**src/rtl/univ_shift_reg.sv**
```systemverilog
// univ_shift_reg: WIDTH-bit universal shift register with hold, shift-right,
// shift-left and parallel-load modes, plus a saturating shift counter/done flag
// for serializer / deserializer use.
// Optional build macro: USR_ROTATE_EN turns the shifts into rotates (the serial
// inputs are then ignored); the port list is the same in both builds.
module univ_shift_reg #(
  parameter int unsigned WIDTH = 4
) (
  input  logic                           clk,
  input  logic                           reset,
  input  logic [1:0]                     mode,
  input  logic                           sin_r,
  input  logic                           sin_l,
  input  logic [WIDTH-1:0]               pin,
  output logic [WIDTH-1:0]               Q,
  output logic [WIDTH-1:0]               Qbar,
  output logic                           sout_r,
  output logic                           sout_l,
  output logic [$clog2(WIDTH+1)-1:0]     count,
  output logic                           done
);

  localparam int unsigned CW = $clog2(WIDTH + 1);
  localparam logic [CW-1:0] CNT_MAX = CW'(WIDTH);

  localparam logic [1:0] MODE_HOLD  = 2'b00;
  localparam logic [1:0] MODE_SHR   = 2'b01;
  localparam logic [1:0] MODE_SHL   = 2'b10;
  localparam logic [1:0] MODE_LOAD  = 2'b11;

  logic [WIDTH-1:0] q_next;
  logic [CW-1:0]    cnt_next;
  logic [CW-1:0]    cnt_inc;
  logic             fill_r;
  logic             fill_l;

  // Bits entering each end on a shift: serial inputs, or the opposite end when rotating
`ifdef USR_ROTATE_EN
  assign fill_r = Q[0];
  assign fill_l = Q[WIDTH-1];
`else
  assign fill_r = sin_r;
  assign fill_l = sin_l;
`endif

  // Shift count saturates at WIDTH so done stays high on extra shifts
  assign cnt_inc = (count == CNT_MAX) ? CNT_MAX : count + CW'(1);

  // Next-state selection by mode
  always_comb begin
    q_next   = Q;
    cnt_next = count;
    case (mode)
      MODE_HOLD: begin
        q_next   = Q;
        cnt_next = count;
      end
      MODE_SHR: begin
        q_next   = {fill_r, Q[WIDTH-1:1]};
        cnt_next = cnt_inc;
      end
      MODE_SHL: begin
        q_next   = {Q[WIDTH-2:0], fill_l};
        cnt_next = cnt_inc;
      end
      MODE_LOAD: begin
        q_next   = pin;
        cnt_next = '0;
      end
      default: begin
        q_next   = Q;
        cnt_next = count;
      end
    endcase
  end

  // State register; synchronous reset overrides any mode
  always_ff @(posedge clk) begin
    if (reset) begin
      Q     <= '0;
      count <= '0;
    end else begin
      Q     <= q_next;
      count <= cnt_next;
    end
  end

  // Decoded views of registered state, no added latency
  assign Qbar   = ~Q;
  assign sout_r = Q[0];
  assign sout_l = Q[WIDTH-1];
  assign done   = (count == CNT_MAX);

endmodule

```
**config.mk**
```make
export PLATFORM = sky130hd
export DESIGN_NAME = univ_shift_reg
export DESIGN_NICKNAME = d
export VERILOG_FILES = /design/src/rtl/univ_shift_reg.sv
export SDC_FILE = /design/constraint.sdc
export NUM_CORES = 1
export LEC_CHECK = 0
export CORE_AREA = 2 2 39 41
export DETAILED_ROUTE_END_ITERATION = 7
export DIE_AREA = 0 0 41 43
export PLACE_DENSITY = 0.69
export SETUP_SLACK_MARGIN = 0.5
export SYNTH_ARGS = -nofsm -noshare
export SYNTH_HDL_FRONTEND = slang
export SYNTH_SLANG_ARGS = --single-unit
```
**constraint.sdc**
```tcl
create_clock -name clk -period 2.6 [get_ports clk]
set_clock_uncertainty 0.05 [all_clocks]
set_input_delay 0.52 -clock clk [delete_from_list [all_inputs] [get_ports clk]]
set_output_delay 0.52 -clock clk [all_outputs]
set_load 0.02 [all_outputs]
```
* Yosys cells after proc, flatten, opt, wreduce, memory -nomap -nowiden
Index checks and enable logic that the tools add are counted.
Widths: inputs -> output; s select.
** Operators by class
- Multipliers :: 0
- Eq/ne operators :: 4
- Div/mod/pow operators :: 0
- Order comparisons :: 0
- Multiplexer cells :: 3
- Bitwise operators :: 1
- Shifts and indexed selects :: 0
- $add $sub $neg :: 1
- Reduce and logical (&&, ||, !) cells :: 2
** Operators with widths (number)
- $pmux 4 s3 :: 1
- $pmux 3 s2 :: 1
- $eq 2x2->1 const B :: 2
- $not 4->4 :: 1
- $add 3x1->3 const B :: 1
- $eq 3x3->1 const B :: 1
- $mux 3 :: 1
- $eq 2x1->1 const B :: 1
- $logic_not 2->1 :: 1
- $reduce_or 2->1 :: 1
** Word-level totals
- Logic and storage cells :: 13
- Register bits after elaboration :: 7
- Memories :: 0
- ROM bits :: 0
- Bits in latches :: 0
- Bits in writable memories :: 0
- Bits of input ports :: 10

* Logic depth before layout (Yosys ltp)
- Depth in word-level cells :: 3
- Mapped depth :: 5
- Mapped depth without buffers :: 5

* Worst setup path before layout
No wires, ideal clock.
- Path kind :: reg2out
- From :: register count[0]
- To :: output done
- Path slack :: 1.055 ns
- Cell stages (with the launch flop) :: 4
- Data arrival time :: 0.975 ns
- Buffers on the path :: 0
- Required time :: 2.030 ns
- Cell sequence :: dfxtp_1 > inv_1 > ha_1 > and2_1
** Between the ends
- Longest elaborated chain between the ends :: 1
** Ends and longest elaborated chain
- start: declaration :: line 19 : output logic [$clog2(WIDTH+1)-1:0] count,
- start signal: assignment :: line 84 : count <= cnt_next;
- $eq 3x3->1 :: line 92 : assign done = (count == CNT_MAX);
- end: declaration :: line 20 : output logic done
Every way passes these cells.

* Final worst setup path
Ends and elaborated chain as after synthesis.

==> results.py <==
metrics = {
    "floorplan": {
        "start_util_pct": 31.1,
        "die_area_um2": 1760,
        "row_count": 14,
        "die_y_um": 43,
        "design.core.area_um2": 1380,
        "ioPinCount": 24,
        "die_w_um": 41,
    },
    "placed_design": {
        "port_buffers": 23,
        "hpwl_um": 746,
        "place_ws_ns": 0.488,
        "gp_congestion": 0.680,
    },
    "routing": {
        "wl_um": 928,
        "vias": 362,
        "drc_errors": 0,
        "dr.pass1.iters": 2,
        "route.antenna.remaining_nets": 0,
        "wl_per_cell_um": 11.6,
        "drt_iter0_markers": 2,
        "viasPerCell": 4.53,
    },
    "critical_path": {
        "cp_top_family": "flip-flops",
        "crit_path_end_kind": "primary output",
        "critical_path_class": "reg -> out",
        "path_cells": "inv_1 > ha_1 > and2_1 > dlygate4sd2_1",
        "cp.required_ns": 2.03,
        "start_kind": "flop",
        "max_stage_delay_ns": 0.40,
        "critPathMaxFanout": 5,
        "worstPathArrival_ns": 1.41,
        "cpMaxStageDelayCell": "dfxtp_1",
        "cp_num_buf_inv": 2,
    },
    "power": {
        "switchingPower_uw": 89.1,
        "clkPwrFrac_pct": 32.2,
        "power_uw": 315,
        "power_density_nw_per_um2": 471,
        "seqPwrFrac_pct": 38.8,
        "intPower_uw": 226,
        "switching_share_pct": 28.3,
        "power_frac_comb_pct": 29.0,
        "leakage_uw": 0.000256,
        "ir_drop_uv": 185,
    },
    "yosys": {
        "syn_avg_cell_area_um2": 10.5,
        "synth_area_um2": 430,
        "ys_seq_elements": 7,
        "synth_nets": 53,
        "synth_edf_count": 0,
        "yosys_warnings": 0,
        "yosysUniqueCellTypes": 18,
        "ys.flop_type": "dfxtp_1",
        "syn_inst": 41,
        "synth_commonest_cells": "dfxtp_1 (7), inv_1 (7), mux4_2 (4), nor2b_1 (4), nor2_1 (3)",
        "ys_top_cells_by_area": "dfxtp_1 (33%), mux4_2 (21%), inv_1 (6.1%)",
        "yosys.area.top_type": "dfxtp_1",
        "synth_seq_area_share_pct": 32.6,
        "async_reset_ff_share_pct": 0,
        "synth_top_area_share_pct": 32.6,
    },
    "sta": {
        "maxSlewViolCount": 0,
        "finalHoldViolCount": 0,
        "maxSlewHeadroom_pct": 72.1,
        "fmax_mhz": 504,
        "tightest_slew_ns": 0.418,
        "setup_viol": 0,
        "setup_tns_ns": 0,
        "period_minus_slack_ns": 1.98,
        "rsz0062_at_grt": "false",
        "timing.final.crit_share_pct": 76.2,
        "worst_slack_ns": 0.618,
    },
    "global_routing": {
        "grt_max_degree": 11,
        "grt_pass1_vias": 337,
        "grt_pass1_wl_um": 1570,
        "gr-usage-all-layers_pct": 14.2,
        "grt_antenna_before_repair": 0,
        "grt.overflow.total": 0,
    },
    "clocking": {
        "cts_tree": "yes",
        "cts_buffer_depth": 2,
        "htreeDepth": 1,
        "cts.sinks": 7,
        "worstSkewPairLatency_ns": 0.25,
        "root_buffer": "clkbuf_4",
        "clkTransAtPathRegs_ns": 0.05,
        "cts_buffers": 3,
    },
    "worst_hold_path": {
        "hp-class": "reg -> reg",
    },
    "finish": {
        "area_growth_syn_to_layout_pct": 55.2,
        "drive_gt1_share_pct": 10.9,
        "diodes": 0,
        "nNetsFinal": 77,
    },
    "run": {
        "maxCapViolCount": 0,
    },
    "status": {
        "status": "finished, final reports clean",
    },
}
[sequential cells by signal (all words and copies together), names as in the netlist]
register	cells
Q	4
count	3
[cells in the final DEF (no fill, tap or decap), drive strengths merged, types with 2 or more instances in the layout]
cell	n
clkdlybuf4s50	22
dfxtp	7
inv	7
mux4	4
nor2b	4
clkbuf	4
nor2	3
ha	2
[final cells by class]
cell class / instances / area, µm²
flip-flops and latches: 7 / 140
fillers: 147 / 716
well taps: 16 / 20.0
multi-input cells: 23 / 226
clock buffers: 4 / 26.3
repair buffers: 23 / 229
inverters: 7 / 26.3
[metal layers]
metal	wire length (µm)	global-route usage, %	up-vias
met4	0	10.0	0
li1	-	-	183
met2	527	22.2	13
met1	356	14.0	166
met3	44	6.28	0
met5	0	0	-
[final timing paths]
check                               from        to  slack, ns  depth (start not counted)
worst max-delay path            count[0]      done       0.62                          4
worst min register to register  count[2]  count[2]       0.50                          2
worst max register to register  count[0]  count[1]       1.34                          5
worst min-delay path            count[2]  count[2]       0.50                          2
[metrics by stage]
| stage | instances | util, % | hold slack [ns] | area (µm²) |
|---|---|---|---|---|
| 3_3_place_gp | 76 | 46.5 | 0.491 | 643 |
| 4_1_cts | 80 | 48.3 | 0.508 | 668 |
| 5_1_grt | 80 | 48.3 | 0.560 | 668 |
| 2_1_floorplan | 41 | - | 0.542 | 430 |
| 3_5_place_dp | 76 | 46.5 | 0.493 | 643 |
| 6_report | 80 | 48.3 | 0.503 | 668 |
[repair_timing]
action / CTS / global route
hold buffers: 0 / 0
endpoints found under the setup margin: 1 / 0
buffers inserted: 0 / 0
gates resized for setup: 1 / 0
[power groups by stage]
stage | registers [µW] | logic [µW] | clock network (µW)
after floorplan | 131 | 45.8 | 0
after global placement | 124 | 90.9 | 0
after detailed placement | 125 | 92.2 | 0
after CTS | 122 | 92.6 | 107
after global routing | 124 | 98.7 | 115
final | 122 | 91.2 | 101
[worst reg2reg max path, stage by stage (launching register included)]
cell	delay, ns
dfxtp_1	0.40
inv_1	0.06
ha_1	0.31
mux2i_1	0.16
o21a_1	0.13
nor2_1	0.03
[logic make-up after synthesis]
| family | after synthesis | synth area share (%) |
|---|---|---|
| xor+xnor | 1 | 2.04 |
| flops | 7 | 32.6 |
| compound gates | 6 | 9.88 |
| simple gates | 9 | 11.6 |
| mux | 5 | 23.3 |
| fa+ha+maj | 2 | 5.81 |
| buf+inv | 11 | 14.8 |
Power figures use the tool's default switching activity.
